`src/rtl/sys_ctrl_pkg.sv`:
```
// Shared definitions for the system controller: command opcodes, operand
// register addresses and the receive-side FSM state encoding.
package sys_ctrl_pkg;

    localparam logic [7:0] CMD_RF_WR   = 8'hAA;
    localparam logic [7:0] CMD_RF_RD   = 8'hBB;
    localparam logic [7:0] CMD_ALU_OP  = 8'hCC;
    localparam logic [7:0] CMD_ALU_NOP = 8'hDD;

    localparam int unsigned OPA_ADDR = 0;
    localparam int unsigned OPB_ADDR = 1;

    typedef enum logic [3:0] {
        IDLE,
        WR_ADDR,
        WR_DATA,
        RD_ADDR,
        RD_WAIT,
        OP_A,
        OP_B,
        ALU_FUN_S,
        ALU_WAIT
    } state_e;

endpackage

```
`src/rtl/sys_ctrl_rx_if.sv`:
```
// Byte-stream input and RF/ALU command bus of the receive-side controller.
// master = the controller issuing commands, slave = UART/RF/ALU side.
interface sys_ctrl_rx_if #(
    parameter int DATA_WIDTH = 8,
    parameter int RF_ADDR    = 4,
    parameter int FUN_WIDTH  = 4
);
    logic [DATA_WIDTH-1:0] UART_RX_DATA;
    logic                  UART_RX_VLD;
    logic                  RF_RdData_VLD;
    logic                  ALU_OUT_VLD;
    logic [RF_ADDR-1:0]    RF_Address;
    logic [DATA_WIDTH-1:0] RF_WrData;
    logic                  RF_WrEn;
    logic                  RF_RdEn;
    logic [FUN_WIDTH-1:0]  ALU_FUN;
    logic                  ALU_EN;
    logic                  CLK_GATE_EN;

    modport master (
        input  UART_RX_DATA, UART_RX_VLD, RF_RdData_VLD, ALU_OUT_VLD,
        output RF_Address, RF_WrData, RF_WrEn, RF_RdEn, ALU_FUN, ALU_EN, CLK_GATE_EN
    );

    modport slave (
        output UART_RX_DATA, UART_RX_VLD, RF_RdData_VLD, ALU_OUT_VLD,
        input  RF_Address, RF_WrData, RF_WrEn, RF_RdEn, ALU_FUN, ALU_EN, CLK_GATE_EN
    );
endinterface

```
`src/rtl/sys_ctrl_rx.sv`:
```
// Receive-side system controller: parses UART command frames into RF
// writes/reads and ALU operations, holding the ALU clock gate while busy.
module sys_ctrl_rx
    import sys_ctrl_pkg::*;
#(
    parameter int DATA_WIDTH = 8,
    parameter int RF_ADDR    = 4,
    parameter int FUN_WIDTH  = 4
) (
    input  logic          CLK,
    input  logic          RST,
    sys_ctrl_rx_if.master bus
);

    state_e                state, state_nxt;
    logic [RF_ADDR-1:0]    wr_addr_q, wr_addr_nxt;
    logic [RF_ADDR-1:0]    address_q, address_nxt;
    logic [DATA_WIDTH-1:0] wr_data_q, wr_data_nxt;
    logic [FUN_WIDTH-1:0]  fun_q, fun_nxt;
    logic                  wr_en_q, wr_en_nxt;
    logic                  rd_en_q, rd_en_nxt;
    logic                  alu_en_q, alu_en_nxt;
    logic                  gate_q, gate_nxt;

    logic [DATA_WIDTH-1:0] rx_byte;
    logic                  rx_vld;

    assign rx_byte = bus.UART_RX_DATA;
    assign rx_vld  = bus.UART_RX_VLD;

    always_comb begin
        // NOTE: every signal gets a default before the case so no path leaves one unassigned (no latches).
        state_nxt   = state;
        wr_addr_nxt = wr_addr_q;
        address_nxt = address_q;
        wr_data_nxt = wr_data_q;
        fun_nxt     = fun_q;
        wr_en_nxt   = 1'b0;
        rd_en_nxt   = 1'b0;
        alu_en_nxt  = 1'b0;
        gate_nxt    = gate_q;

        case (state)
            IDLE: begin
                if (rx_vld) begin
                    if (rx_byte == DATA_WIDTH'(CMD_RF_WR))        state_nxt = WR_ADDR;
                    else if (rx_byte == DATA_WIDTH'(CMD_RF_RD))   state_nxt = RD_ADDR;
                    else if (rx_byte == DATA_WIDTH'(CMD_ALU_OP))  state_nxt = OP_A;
                    else if (rx_byte == DATA_WIDTH'(CMD_ALU_NOP)) state_nxt = ALU_FUN_S;
                end
            end
            WR_ADDR: if (rx_vld) begin
                wr_addr_nxt = rx_byte[RF_ADDR-1:0];
                state_nxt   = WR_DATA;
            end
            WR_DATA: if (rx_vld) begin
                address_nxt = wr_addr_q;
                wr_data_nxt = rx_byte;
                wr_en_nxt   = 1'b1;
                state_nxt   = IDLE;
            end
            RD_ADDR: if (rx_vld) begin
                address_nxt = rx_byte[RF_ADDR-1:0];
                rd_en_nxt   = 1'b1;
                state_nxt   = RD_WAIT;
            end
            // Bytes arriving while a transaction is outstanding are dropped.
            RD_WAIT: if (bus.RF_RdData_VLD) state_nxt = IDLE;
            OP_A: if (rx_vld) begin
                address_nxt = RF_ADDR'(OPA_ADDR);
                wr_data_nxt = rx_byte;
                wr_en_nxt   = 1'b1;
                state_nxt   = OP_B;
            end
            OP_B: if (rx_vld) begin
                address_nxt = RF_ADDR'(OPB_ADDR);
                wr_data_nxt = rx_byte;
                wr_en_nxt   = 1'b1;
                state_nxt   = ALU_FUN_S;
            end
            ALU_FUN_S: if (rx_vld) begin
                fun_nxt    = rx_byte[FUN_WIDTH-1:0];
                alu_en_nxt = 1'b1;
                gate_nxt   = 1'b1;
                state_nxt  = ALU_WAIT;
            end
            ALU_WAIT: if (bus.ALU_OUT_VLD) begin
                gate_nxt  = 1'b0;
                state_nxt = IDLE;
            end
            default: state_nxt = IDLE;
        endcase
    end

    always_ff @(posedge CLK or negedge RST) begin
        if (!RST) begin
            state     <= IDLE;
            wr_addr_q <= '0;
            address_q <= '0;
            wr_data_q <= '0;
            fun_q     <= '0;
            wr_en_q   <= 1'b0;
            rd_en_q   <= 1'b0;
            alu_en_q  <= 1'b0;
            gate_q    <= 1'b0;
        end else begin
            // NOTE: non-blocking assignments so every register samples pre-edge values.
            state     <= state_nxt;
            wr_addr_q <= wr_addr_nxt;
            address_q <= address_nxt;
            wr_data_q <= wr_data_nxt;
            fun_q     <= fun_nxt;
            wr_en_q   <= wr_en_nxt;
            rd_en_q   <= rd_en_nxt;
            alu_en_q  <= alu_en_nxt;
            gate_q    <= gate_nxt;
        end
    end

    assign bus.RF_Address  = address_q;
    assign bus.RF_WrData   = wr_data_q;
    assign bus.RF_WrEn     = wr_en_q;
    assign bus.RF_RdEn     = rd_en_q;
    assign bus.ALU_FUN     = fun_q;
    assign bus.ALU_EN      = alu_en_q;
    assign bus.CLK_GATE_EN = gate_q;

endmodule

```
`src/flat_wrapper.sv`:
```
// flat-port wrapper written by rule: the top's interface ports become plain ports
module sys_ctrl_rx_flat import sys_ctrl_pkg::*;
#(
    parameter int DATA_WIDTH = 8,
    parameter int RF_ADDR    = 4,
    parameter int FUN_WIDTH  = 4
)
  (CLK, RST, bus_UART_RX_DATA, bus_UART_RX_VLD, bus_RF_RdData_VLD, bus_ALU_OUT_VLD, bus_RF_Address, bus_RF_WrData, bus_RF_WrEn, bus_RF_RdEn, bus_ALU_FUN, bus_ALU_EN, bus_CLK_GATE_EN);
  sys_ctrl_rx_if #(.DATA_WIDTH(DATA_WIDTH), .RF_ADDR(RF_ADDR), .FUN_WIDTH(FUN_WIDTH)) bus_i ();
  input  logic CLK;
  input  logic RST;
  input wire logic [$bits(bus_i.UART_RX_DATA)-1:0] bus_UART_RX_DATA;
  input wire logic [$bits(bus_i.UART_RX_VLD)-1:0] bus_UART_RX_VLD;
  input wire logic [$bits(bus_i.RF_RdData_VLD)-1:0] bus_RF_RdData_VLD;
  input wire logic [$bits(bus_i.ALU_OUT_VLD)-1:0] bus_ALU_OUT_VLD;
  output wire logic [$bits(bus_i.RF_Address)-1:0] bus_RF_Address;
  output wire logic [$bits(bus_i.RF_WrData)-1:0] bus_RF_WrData;
  output wire logic [$bits(bus_i.RF_WrEn)-1:0] bus_RF_WrEn;
  output wire logic [$bits(bus_i.RF_RdEn)-1:0] bus_RF_RdEn;
  output wire logic [$bits(bus_i.ALU_FUN)-1:0] bus_ALU_FUN;
  output wire logic [$bits(bus_i.ALU_EN)-1:0] bus_ALU_EN;
  output wire logic [$bits(bus_i.CLK_GATE_EN)-1:0] bus_CLK_GATE_EN;
  assign bus_i.UART_RX_DATA = bus_UART_RX_DATA;
  assign bus_i.UART_RX_VLD = bus_UART_RX_VLD;
  assign bus_i.RF_RdData_VLD = bus_RF_RdData_VLD;
  assign bus_i.ALU_OUT_VLD = bus_ALU_OUT_VLD;
  assign bus_RF_Address = bus_i.RF_Address;
  assign bus_RF_WrData = bus_i.RF_WrData;
  assign bus_RF_WrEn = bus_i.RF_WrEn;
  assign bus_RF_RdEn = bus_i.RF_RdEn;
  assign bus_ALU_FUN = bus_i.ALU_FUN;
  assign bus_ALU_EN = bus_i.ALU_EN;
  assign bus_CLK_GATE_EN = bus_i.CLK_GATE_EN;
  sys_ctrl_rx #(.DATA_WIDTH(DATA_WIDTH), .RF_ADDR(RF_ADDR), .FUN_WIDTH(FUN_WIDTH)) u_core (.CLK(CLK), .RST(RST), .bus(bus_i));
endmodule
```
`config.mk`:
```
export PLATFORM = sky130hd
export DESIGN_NAME = sys_ctrl_rx_flat
export DESIGN_NICKNAME = d
export VERILOG_FILES = /design/src/rtl/sys_ctrl_pkg.sv /design/src/rtl/sys_ctrl_rx_if.sv /design/src/rtl/sys_ctrl_rx.sv /design/src/flat_wrapper.sv
export SDC_FILE = /design/constraint.sdc
export NUM_CORES = 1
export LEC_CHECK = 0
export ABC_AREA = 1
export BUFFER_PORTS_ARGS = -buffer_cell sky130_fd_sc_hd__buf_2
export CAP_MARGIN = 20
export CORE_AREA = 2 2 67 69
export DETAILED_ROUTE_END_ITERATION = 8
export DIE_AREA = 0 0 69 71
export HOLD_SLACK_MARGIN = 0.03
export SYNTH_ARGS = -nofsm -noshare
export SYNTH_HDL_FRONTEND = slang
export SYNTH_SLANG_ARGS = --single-unit
```
`constraint.sdc`:
```
create_clock -name CLK -period 1.45 [get_ports CLK]
set_input_delay 0.29 -clock CLK [delete_from_list [all_inputs] [get_ports CLK]]
set_output_delay 0.29 -clock CLK [all_outputs]
set_load 0.05 [all_outputs]
```
After elaboration in Yosys (flattened, before gate mapping). Cells that the tools add are included.

Logic and storage cells: 66. ROM bits: 0. Bits in latches: 0. Flip-flop bits (word level): 28. RAM bits: 0. Memories kept: 0. Input port bits: 13.

Bitwise operators: 0. Shift operators: 0. Multiplexer cells: 25. Multipliers: 0. Add/subtract/negate cells: 0. Reductions and logical operators: 10. Divide/modulo/power cells: 0. Order comparisons: 0. Equality and inequality tests: 22.

Operator list (number): two-way mux 4 bit (16); one-hot mux 4 bit (9 select lines) (1); equality test 8 bit (second input constant) (4); inequality test 2 bit (second input constant) (9); equality test 4 x 3 -> 1 bit (second input constant) (4); one-hot mux 4 bit (4 select lines) (1); AND reduction 10 bit (1); equality test 4 x 2 -> 1 bit (second input constant) (2); two-way mux 1 bit (6); AND reduction 2 bit (3); inequality test 5 x 1 -> 1 bit (second input constant) (1); AND reduction 5 bit (1); equality test 4 x 1 -> 1 bit (second input constant) (1); equality test 4 bit (second input constant) (1); zero test 4 bit (1); nonzero test 4 bit (1); AND reduction 3 bit (1); OR reduction 3 bit (1); one-hot mux 1 bit (2 select lines) (1); nonzero test 2 bit (1).

Longest topological paths before layout. Gate-level depths: netlist of run 1.

Word-level depth: 7. Mapped depth: 10. Gate-level depth less buffers: 9.

Worst setup path before layout of run 1. OpenSTA, ideal clock, no wires.

Kind: reg-to-reg. From: register u_core.state[3]. To: register u_core.address_q[0], in the netlist u_core.bus.RF_Address[0]. Arrival: 1.047 ns. Clock period less this slack: 1.167 ns. Stages on the path, launching flop included: 9. Library setup time: 0.120 ns. Path buffers: 0. Slack: 0.283 ns. Cell sequence: dfrtp_1 inv_2 nand2_2 nor2_1 inv_2 nand2_1 nor2_1 o21ai_1 nand2_1.

Longest elaborated chain between the ends: 3.

RTL lines: start: declaration (line sys_ctrl_rx.sv:15) `state_e state, state_nxt;`; start signal: assignment (line sys_ctrl_rx.sv:108) `state <= state_nxt;`; equality test 4 x 2 -> 1 bit / equality test 4 x 3 -> 1 bit (equally long branches) (line sys_ctrl_rx.sv:43) `case (state)`; nonzero test 4 bit (no line) / inequality test 2 bit (equally long branches); AND reduction 5 bit (no line); end signal: assignment (line sys_ctrl_rx.sv:110) `address_q <= address_nxt;`; end: declaration (line sys_ctrl_rx.sv:17) `logic [RF_ADDR-1:0] address_q, address_nxt;`.

Parallel ways exist; a longest one is shown, timed or not. A chain may end at the register's enable or synchronous reset.

Final worst setup path of run 1.
From: register u_core.state[1]. To: register u_core.wr_data_q[2], in the netlist u_core.bus.RF_WrData[2].

Longest elaborated chain between the ends: 3.

RTL lines: equality test 4 x 2 -> 1 bit / equality test 4 x 3 -> 1 bit (equally long branches) (line sys_ctrl_rx.sv:43); OR reduction 3 bit (no line) (*); AND reduction 2 bit (no line) (*); end signal: assignment (line sys_ctrl_rx.sv:111) `wr_data_q <= wr_data_nxt;`; end: declaration (line sys_ctrl_rx.sv:18) `logic [DATA_WIDTH-1:0] wr_data_q, wr_data_nxt;`.

Every way passes the cells marked *; elsewhere a longest branch is shown, timed or not.

==> results_dict.tcl, run 1 <==
set metrics [dict create \
    dp_hpwl_mm 2.36 \
    nNetsFinal 236 \
    synth_cell_types 20 \
    grt_overflow_total 0 \
    pwr_density_cell_mw_per_mm2 2320 \
    numCtsBuffers 3 \
    grt_pass1_wl_mm 5.36 \
    post-route-min-period_ps 1340 \
    yosys_warnings 0 \
    io_pins 33 \
    max_cap_violations 0 \
    pre_cts_slack_ps 86.1 \
    arrival_ps 1500 \
    hold_viol 0 \
    power_frac_comb_pct 55.8 \
    drive_gt1_share_pct 27.0 \
    io_buffers 32 \
    clock-sinks 28 \
    post-route-util_pct 40.7 \
    synth_area_mm2 0.00140 \
    syn_avg_cell_area_um2 7.65 \
    dr.pass1.iters 4 \
    antenna_found_initial 0 \
    finalClockSkew_ps 4.96 \
    avgViaCountPerCell 4.57 \
    relSlewSlack_pct 59.4 \
    min_path_type "input pin to async pin" \
    max_freq_mhz 746 \
    gp_congestion 0.853 \
    worst_slew_pin_slew_ps 609 \
    drt_wl_total_mm 3.03 \
    rsz0062_at_grt "no" \
    cts_root_buf "clkbuf_8" \
    cts_buffer_depth 2 \
    antennaDiodeCount 0 \
    synth_fp_nets 196 \
    syn_inst 183 \
    drc_errors 0 \
    tns_ps 0 \
    setup_viol_count_final 0 \
    vdd_drop_max_uv 1000 \
    cts_tree "built" \
    leakage_uw 0.000982 \
    clock_latency_ps 270 \
    pwr-share-seq_pct 32.2 \
    outcome "complete, no violations" \
    antenna_left 0 \
    hold_buffers 0 \
    die-area_mm2 0.00490 \
    grt_util_all_layers_pct 13.4 \
    clk_pin_slew_ps 90 \
    core_area_mm2 0.00420 \
    critPathLaunchType "flip-flop" \
    dieHeight_um 71 \
    timing_worst_setup_path_type "flip-flop to flip-flop" \
    wl_per_cell_um 11.0 \
    worstPathMaxFanout 12 \
    synthToLayoutAreaGrowth_pct 22.3 \
    final_cells 274 \
    layout_common_cells "nand2_1, buf_2, dfrtp_1, inv_1, nor2_1" \
    setup_ws_ps 110 \
    p_sw_uw 2020 \
    grt_max_degree 29 \
    vias 1251 \
    layout_commonest_cell "nand2_1" \
    grt_pass1_vias 1216 \
    htreeDepth 1 \
    drtIter0Drc 65 \
    drv_slew 0 \
    place_inst 270 \
    timing.final.crit_share_pct 92.4 \
    clockPowerShare_pct 11.9 \
    n_fill_cell 456 \
    switching_share_pct 50.8 \
    worst-endpoint-required_ps 1610 \
    rows 24 \
    yosysSeqAreaShare_pct 50.0 \
    die_w_um 69 \
    ys_seq_elements 28 \
    start_util_pct 33.3 \
    intPower_uw 1960 \
    setup.worst_path.end_class "flip-flop" \
]
==> layer usage <==
layer | GRT usage, % | wire length, um | vias up
li1 | - | - | 655
met1 | 18.0 | 1460 | 575
met2 | 21.5 | 1410 | 19
met3 | 2.71 | 117 | 2
met4 | 5.01 | 34 | 0
met5 | 0 | 0 | -
==> cell families after synthesis <==
| group | after synthesis | synth area share (%) |
|---|---|---|
| AND/OR/NAND/NOR | 102 | 30.9 |
| buffers and inverters | 30 | 9.20 |
| flip-flops | 28 | 50.0 |
| AO/OA/AOI/OAI | 23 | 9.83 |
==> cell usage after synthesis <==
| cell type | n | area [um^2] |
|---|---|---|
| nor3_1 | 3 | 15.0 |
| inv_1 | 23 | 86.3 |
| o22ai_1 | 3 | 18.8 |
| inv_2 | 4 | 15.0 |
| a21oi_1 | 1 | 5.00 |
| nand3_2 | 1 | 10.0 |
| nor2_2 | 1 | 6.26 |
| o21ai_2 | 4 | 35.0 |
| buf_6 | 2 | 22.5 |
| nor2_1 | 14 | 52.6 |
| nand2_1 | 64 | 240 |
| nand2_2 | 5 | 31.3 |
| nand3_1 | 12 | 60.1 |
| dfrtp_1 | 28 | 701 |
| o21ai_0 | 10 | 50.1 |
| nor2_4 | 1 | 11.3 |
| clkinv_2 | 1 | 5.00 |
| o21ai_1 | 4 | 20.0 |
| a2bb2oi_1 | 1 | 8.76 |
| nand4_1 | 1 | 6.26 |
==> cell type report <==
cell class	count	area, um^2	area share (%)
repair buffers	37	201	11.8
flip-flops and latches	28	701	40.9
well taps	52	65.1	3.80
clock buffers	4	55.1	3.22
inverters	28	106	6.21
multi-input cells	125	583	34.1
==> power groups by stage <==
| stage | logic, uW | clock network [uW] | registers (uW) |
|---|---|---|---|
| 2_1_floorplan | 944 | 0 | 2060 |
| 3_3_place_gp | 2200 | 0 | 1290 |
| 3_5_place_dp | 2200 | 0 | 1300 |
| 4_1_cts | 2210 | 494 | 1280 |
| 5_1_grt | 2460 | 528 | 1330 |
| 6_report | 2220 | 475 | 1280 |
==> stage by stage <==
stage	cell area [um^2]	total power, uW	hold slack (ps)
after CTS	1700	3980	45.1
final	1710	3980	18.9
after floorplan	1400	3000	-5.59
after global routing	1710	4310	61.7
after global placement	1640	3490	343
after detailed placement	1640	3500	348
==> state kept, by name, indices dropped and copies added (netlist names) <==
| register | cells |
|---|---|
| u_core.wr_addr_q | 4 |
| u_core.bus.RF_WrData | 8 |
| u_core.bus.RF_RdEn | 1 |
| u_core.state | 4 |
| u_core.bus.ALU_FUN | 4 |
| u_core.bus.ALU_EN | 1 |
| u_core.bus.CLK_GATE_EN | 1 |
| u_core.bus.RF_Address | 4 |
| u_core.bus.RF_WrEn | 1 |
==> worst paths after layout <==
kind,slack (ps),to,depth (start not counted),start
min in group CLK,270,u_core.bus.RF_WrData[7],3,bus_UART_RX_DATA[7]
setup / recovery,110,u_core.bus.RF_WrData[2],8,u_core.state[1]
hold reg to reg,480,u_core.bus.RF_WrData[4],2,u_core.bus.RF_WrData[4]
setup reg to reg,110,u_core.bus.RF_WrData[2],8,u_core.state[1]
hold / removal,20,u_core.bus.RF_RdEn,1,RST
max in group asynchronous,1030,u_core.bus.ALU_FUN[0],1,RST
==> repair_timing <==
item,CTS,global route
endpoints found under the hold margin,0,0
buffers inserted,0,0
endpoints found under the setup margin,0,13
resized for setup,0,5
==> worst max-delay path, stage by stage, from the launching register on <==
cell and delay [ps]:
dfrtp_1 440, inv_1 80, nand2_2 110, nand3_2 100, nand2_1 110, nand2_4 110
buf_6 170, nand2_1 70, o21ai_2 50
Power figures use the tool's default switching activity.
==> inputs of run 2 (changes only) <==
--- a/config.mk
+++ b/config.mk
@@ -5,13 +5,14 @@
 export SDC_FILE = /design/constraint.sdc
 export NUM_CORES = 1
 export LEC_CHECK = 0
-export ABC_AREA = 1
 export BUFFER_PORTS_ARGS = -buffer_cell sky130_fd_sc_hd__buf_2
 export CAP_MARGIN = 20
-export CORE_AREA = 2 2 67 69
+export CORE_AREA = 2 2 66 68
+export CTS_CLUSTER_DIAMETER = 40
 export DETAILED_ROUTE_END_ITERATION = 8
-export DIE_AREA = 0 0 69 71
+export DIE_AREA = 0 0 68 70
 export HOLD_SLACK_MARGIN = 0.03
+export REMOVE_ABC_BUFFERS = 1
 export SYNTH_ARGS = -nofsm -noshare
 export SYNTH_HDL_FRONTEND = slang
 export SYNTH_SLANG_ARGS = --single-unit
==> run 2 against run 1 <==
  * The flow now finishes with violations (negative setup slack)
  * Routed wire length is 9.4% higher
  * Worst setup slack got worse by 260 ps
  * Total power increased by 16%
  * Register-to-register slack worse by 260 ps
  * Clock power increased by 1%
  * Synthesized cell count is 36% lower
  * Sequential cell count is the same
  * Sequential power is 5% higher
  * Count of clock-buffer cells in the layout unchanged
  * Cell area up 8.2%
  * Die area fell by 2.8%
  * Via count is 7.0% lower
  * Critical path type unchanged
  * Largest cell class unchanged
  * Largest power group unchanged
  * Highest routed layer unchanged
==> results_dict.tcl, run 2 <==
set metrics [dict create \
    synthTopCellsByArea "dfrtp_1, mux2_2, a31oi_1" \
    post-route-min-period_ps 1600 \
    synthToLayoutAreaGrowth_pct 35.9 \
    die_w_um 68 \
    synth_cell_types 38 \
    largest_reg_flops 8 \
    worst_slew_pin_slew_ps 622 \
    clock_latency_ps 270 \
    antennaDiodeCount 0 \
    setup_ws_ps -152 \
    core_area_mm2 0.00414 \
    dr.pass1.iters 4 \
    relSlewSlack_pct 58.6 \
    grt_overflow_total 0 \
    arrival_ps 1770 \
    grt_util_all_layers_pct 15.2 \
    antenna_left 0 \
    yosys_most_used_dff "dfrtp_1" \
    power_uw 4620 \
    setup_viol_count_final 15 \
    max_freq_mhz 624 \
    hold_viol 0 \
    post-route-util_pct 44.7 \
    dp_hpwl_mm 2.43 \
    placed_area_mm2 0.00171 \
    violations "negative setup slack" \
    cts_buffer_depth 2 \
    yosysTopAreaCellShare_pct 51.4 \
    synth_edf_count 0 \
    ys_seq_elements 28 \
    async_flop_share_pct 100 \
    clk_pin_slew_ps 90 \
    nNetsFinal 185 \
    timing_worst_setup_path_type "flip-flop to flip-flop" \
    outcome "complete, but fails checks" \
    tns_ps -941 \
    synth_area_mm2 0.00136 \
    htreeDepth 1 \
    syn_inst 117 \
    io_pins 33 \
    timing.final.crit_share_pct 110 \
    io_buffers 32 \
    rows 24 \
    numCtsBuffers 3 \
    grt_max_degree 29 \
    vias 1163 \
    yosysSeqAreaShare_pct 51.4 \
    finalClockSkew_ps 5.42 \
    pwr_density_cell_mw_per_mm2 2500 \
    worst-endpoint-required_ps 1620 \
    wl_per_cell_um 14.8 \
    worstPathMaxFanout 2 \
    dieHeight_um 70 \
    syn_avg_cell_area_um2 11.6 \
    drv_slew 0 \
    rsz0062_at_grt "yes" \
    max_cap_violations 0 \
    yosys_warnings 0 \
    grt_pass1_vias 1189 \
    avgViaCountPerCell 5.22 \
    layout_common_cells "buf_2, dfrtp_1, buf_4, mux2_2" \
    gp_congestion 0.785 \
    leakage_uw 0.000848 \
    antenna_found_initial 0 \
    die-area_mm2 0.00476 \
    min_path_type "input pin to async pin" \
    regArea_um2 703 \
    critPathLaunchType "flip-flop" \
    grt_pass1_wl_mm 5.55 \
    drc_errors 0 \
    synth_largest_area_cell "dfrtp_1" \
    drive_gt1_share_pct 53.2 \
    pre_cts_slack_ps -237 \
    layout_commonest_cell "buf_2" \
    drtIter0Drc 47 \
    cts_tree "built" \
    setup.worst_path.end_class "flip-flop" \
    synth_commonest_cells "dfrtp_1, mux2_2" \
    yosysMostFrequentCell "dfrtp_1" \
    vdd_drop_max_uv 1020 \
    multi_input_area_um2 653 \
    cts_root_buf "clkbuf_8" \
    finalInstanceArea_mm2 0.00185 \
    start_util_pct 32.9 \
    n_fill_cell 410 \
    clock-sinks 28 \
    drt_wl_total_mm 3.31 \
]
## run 2: logic make-up after synthesis
| logic type | synth area share (%) |
|---|---|
| XOR/XNOR | 1.29 |
| flip-flops | 51.4 |
| buffers and inverters | 4.41 |
| AND/OR/NAND/NOR | 14.1 |
| AO/OA/AOI/OAI | 13.6 |
| multiplexers | 15.2 |
## run 2: power breakdown
part / internal (uW) / switching, uW
logic: 1070 / 1730
registers: 1140 / 203
clock network: 243 / 238
total: 2450 / 2170
## run 2: worst max-delay path: stages (launching register included)
cell and delay [ps]:
dfrtp_1 400, nor2_2 160, mux2_4 330, o31ai_4 280
mux2_4 320
## run 2: final timing paths
kind / startpoint / endpoint / slack (ps) / cells past startpoint
setup / recovery: u_core.state[1] / u_core.state[0] / -150 / 4
hold reg to reg: u_core.bus.ALU_FUN[2] / u_core.bus.ALU_FUN[2] / 510 / 1
max in group asynchronous: RST / u_core.state[3] / 990 / 1
min in group CLK: bus_ALU_OUT_VLD / u_core.bus.CLK_GATE_EN / 210 / 2
hold / removal: RST / u_core.bus.RF_RdEn / 20 / 1
setup reg to reg: u_core.state[1] / u_core.state[0] / -150 / 4
## run 2: through the flow
stage	cells	hold WS, ps
after floorplan	111	-5.59
after global placement	215	332
after detailed placement	215	346
after CTS	222	38.9
after global routing	223	66.4
final	223	22.9
## run 2: layer usage
metal / global-route usage [%] / wire length (um) / vias up / share of wire, %
met5: 0 / 0 / - / 0
met3: 3.70 / 164 / 4 / 5.0
met2: 24.8 / 1650 / 38 / 50
li1: - / - / 540 / -
met4: 2.67 / 31 / 0 / 0.94
met1: 20.5 / 1460 / 581 / 44
## run 2: repair_timing
item                                    4_1_cts  5_1_grt
buffers inserted                              3        1
hold buffers                                  0        0
hold endpoints to repair                      0        0
endpoints found under the setup margin       23       23
resized for setup                            11        9
pin swaps                                     4        5
## run 2: final cells by class
type / count / share of cell area, %
Sequential cell: 28 / 38.0
Timing Repair Buffer: 56 / 19.5
Clock buffer: 4 / 2.97
Multi-Input combinational cell: 79 / 35.3
Tap cell: 52 / 3.51
Inverter: 4 / 0.811
==> inputs of run 3 (changes only) <==
--- a/config.mk
+++ b/config.mk
@@ -13,6 +13,7 @@
 export DIE_AREA = 0 0 68 70
 export HOLD_SLACK_MARGIN = 0.03
 export REMOVE_ABC_BUFFERS = 1
+export SKIP_LAST_GASP = 1
 export SYNTH_ARGS = -nofsm -noshare
 export SYNTH_HDL_FRONTEND = slang
 export SYNTH_SLANG_ARGS = --single-unit
==> run 3 against run 2 <==
  * The run still ends with negative setup slack left
  * Clock power is essentially flat
  * Count of clock-buffer cells in the layout unchanged
  * Register-to-register slack better by 20 ps
  * Combinational power is essentially flat
  * Hold slack got worse by 7.9 ps
  * Cell area is 0.81% higher
  * First-iteration DRC count up 26%
  * Maximum frequency up 1.3%
  * Core utilization is 0.36 points higher
  * Total power decreased by 0.26%
  * Sequential power about the same
  * Critical endpoint unchanged
==> results_dict.tcl, run 3 (synthesis gave the netlist of run 2 again) <==
set metrics [dict create \
    antenna_left 0 \
    crit_path_top_delay_cell "dfrtp_1" \
    start_util_pct 32.9 \
    cts_root_buf "clkbuf_8" \
    dp_hpwl_mm 2.43 \
    holdWs_ps 15.0 \
    drive_gt1_share_pct 53.2 \
    arrival_ps 1750 \
    path_common_cell "mux2_4" \
    die_w_um 68 \
    finalClockSkew_ps 4.09 \
    grt_max_degree 29 \
    io_buffers 32 \
    post-route-min-period_ps 1580 \
    min_path_type "input pin to async pin" \
    drt_wl_total_mm 3.31 \
    grt_util_all_layers_pct 15.2 \
    worst-endpoint-required_ps 1620 \
    drv_slew 0 \
    cts_tree "built" \
    leakage_uw 0.000853 \
    grt_pass1_wl_mm 5.55 \
    vdd_drop_max_uv 1030 \
    avgViaCountPerCell 5.05 \
    antenna_found_initial 0 \
    numCtsBuffers 3 \
    pwr_density_cell_mw_per_mm2 2470 \
    dr.pass1.iters 4 \
    clk_pin_slew_ps 90 \
    hold_viol 0 \
    io_pins 33 \
    rsz0062_at_grt "yes" \
    pre_cts_slack_ps -237 \
    layout_common_cells "buf_2, dfrtp_1, buf_4, mux2_2" \
    rows 24 \
    worstPathMaxFanout 2 \
    max_freq_mhz 632 \
    clock-sinks 28 \
    clock_latency_ps 270 \
    relSlewSlack_pct 59.6 \
    worst_slew_pin_slew_ps 606 \
    largest_reg_flops 8 \
    layout_commonest_cell "buf_2" \
    path_delay_family "multiplexers" \
    vias 1136 \
    gp_congestion 0.785 \
    setup.worst_path.end_class "flip-flop" \
    die-area_mm2 0.00476 \
    htreeDepth 1 \
    cts_buffer_depth 2 \
    power_uw 4610 \
    antennaDiodeCount 0 \
    n_fill_cell 406 \
    wl_per_cell_um 14.7 \
    worst-path-buf-inv 0 \
    grt_pass1_vias 1186 \
    violations "negative setup slack" \
    dieHeight_um 70 \
    timing_worst_setup_path_type "flip-flop to flip-flop" \
    max_cap_violations 0 \
    core_area_mm2 0.00414 \
    drc_errors 0 \
    timing.final.crit_share_pct 109 \
    setup_viol_count_final 15 \
    critPathLaunchType "flip-flop" \
    crit_chain "nor2_2 -> mux2_4 -> o31ai_4 -> mux2_4" \
    crit_path_max_incr_delay_ps 400 \
    setup_ws_ps -131 \
    hold_buffers 0 \
    nNetsFinal 187 \
    drtIter0Drc 59 \
    grt_overflow_total 0 \
    synthToLayoutAreaGrowth_pct 37.0 \
    outcome "complete, but fails checks" \
]
==> run 3: changes by cell type in the layout (fill, tap and decap cells not counted) <==
cell	change
a2111oi_4	+1
o32ai_2	+1
nand3_1	+1
a2111oi_2	-1
mux2_4	-1
mux2_2	+1
buf_4	+4
buf_6	-2
nand3_2	-1
o32ai_1	-1
o21ai_1	+1
o21ai_2	-1
==> run 3: power breakdown <==
part / switching, uW / leakage [uW] / total (uW) / internal [uW]
Sequential: 198 / 0.000337 / 1340 / 1140
Combinational: 1730 / 0.000487 / 2790 / 1060
Clock: 238 / 0.0000288 / 481 / 243
Total: 2170 / 0.000853 / 4610 / 2450
==> run 3: worst paths after layout <==
check | depth (start not counted) | to | from | slack [ps]
worst max-delay path | 4 | u_core.state[0] | u_core.state[0] | -130
worst min-delay path | 1 | u_core.bus.RF_RdEn | RST | 20
worst max register to register | 4 | u_core.state[0] | u_core.state[0] | -130
worst min register to register | 1 | u_core.bus.ALU_FUN[2] | u_core.bus.ALU_FUN[2] | 510
max in group asynchronous | 1 | u_core.state[3] | RST | 1000
min in group CLK | 2 | u_core.bus.CLK_GATE_EN | bus_ALU_OUT_VLD | 210
==> run 3: area by class of cell <==
type                            count  area, um^2  area share [%]
Multi-Input combinational cell     79         661            35.4
Timing Repair Buffer               58         368            19.7
Clock buffer                        4        55.1            2.95
Tap cell                           52        65.1            3.49
Sequential cell                    28         703            37.7
Inverter                            4        15.0           0.804
==> run 3: stage by stage <==
step / instance area, um^2 / setup TNS (ps) / util [%] / cells
4_1_cts: 1810 / -991 / 43.6 / 222
2_1_floorplan: 1320 / -2460 / - / 111
3_3_place_gp: 1710 / -1010 / 41.2 / 215
3_5_place_dp: 1710 / -1660 / 41.2 / 215
5_1_grt: 1870 / -2220 / 45.0 / 225
6_report: 1870 / -875 / 45.0 / 225
==> run 3: what timing repair did <==
action | 4_1_cts | 5_1_grt
setup buffers | 3 | 3
pin swaps | 4 | 6
hold endpoints to repair | 0 | 0
setup endpoints to repair | 23 | 23
resized for setup | 10 | 7
==> run 3: routing by layer <==
metal / up-vias / global-route usage, % / routed length [um]
met5: - / 0 / 0
met4: 0 / 2.00 / 17
met3: 2 / 3.54 / 160
met2: 34 / 24.9 / 1660
met1: 560 / 20.8 / 1480
li1: 540 / - / -
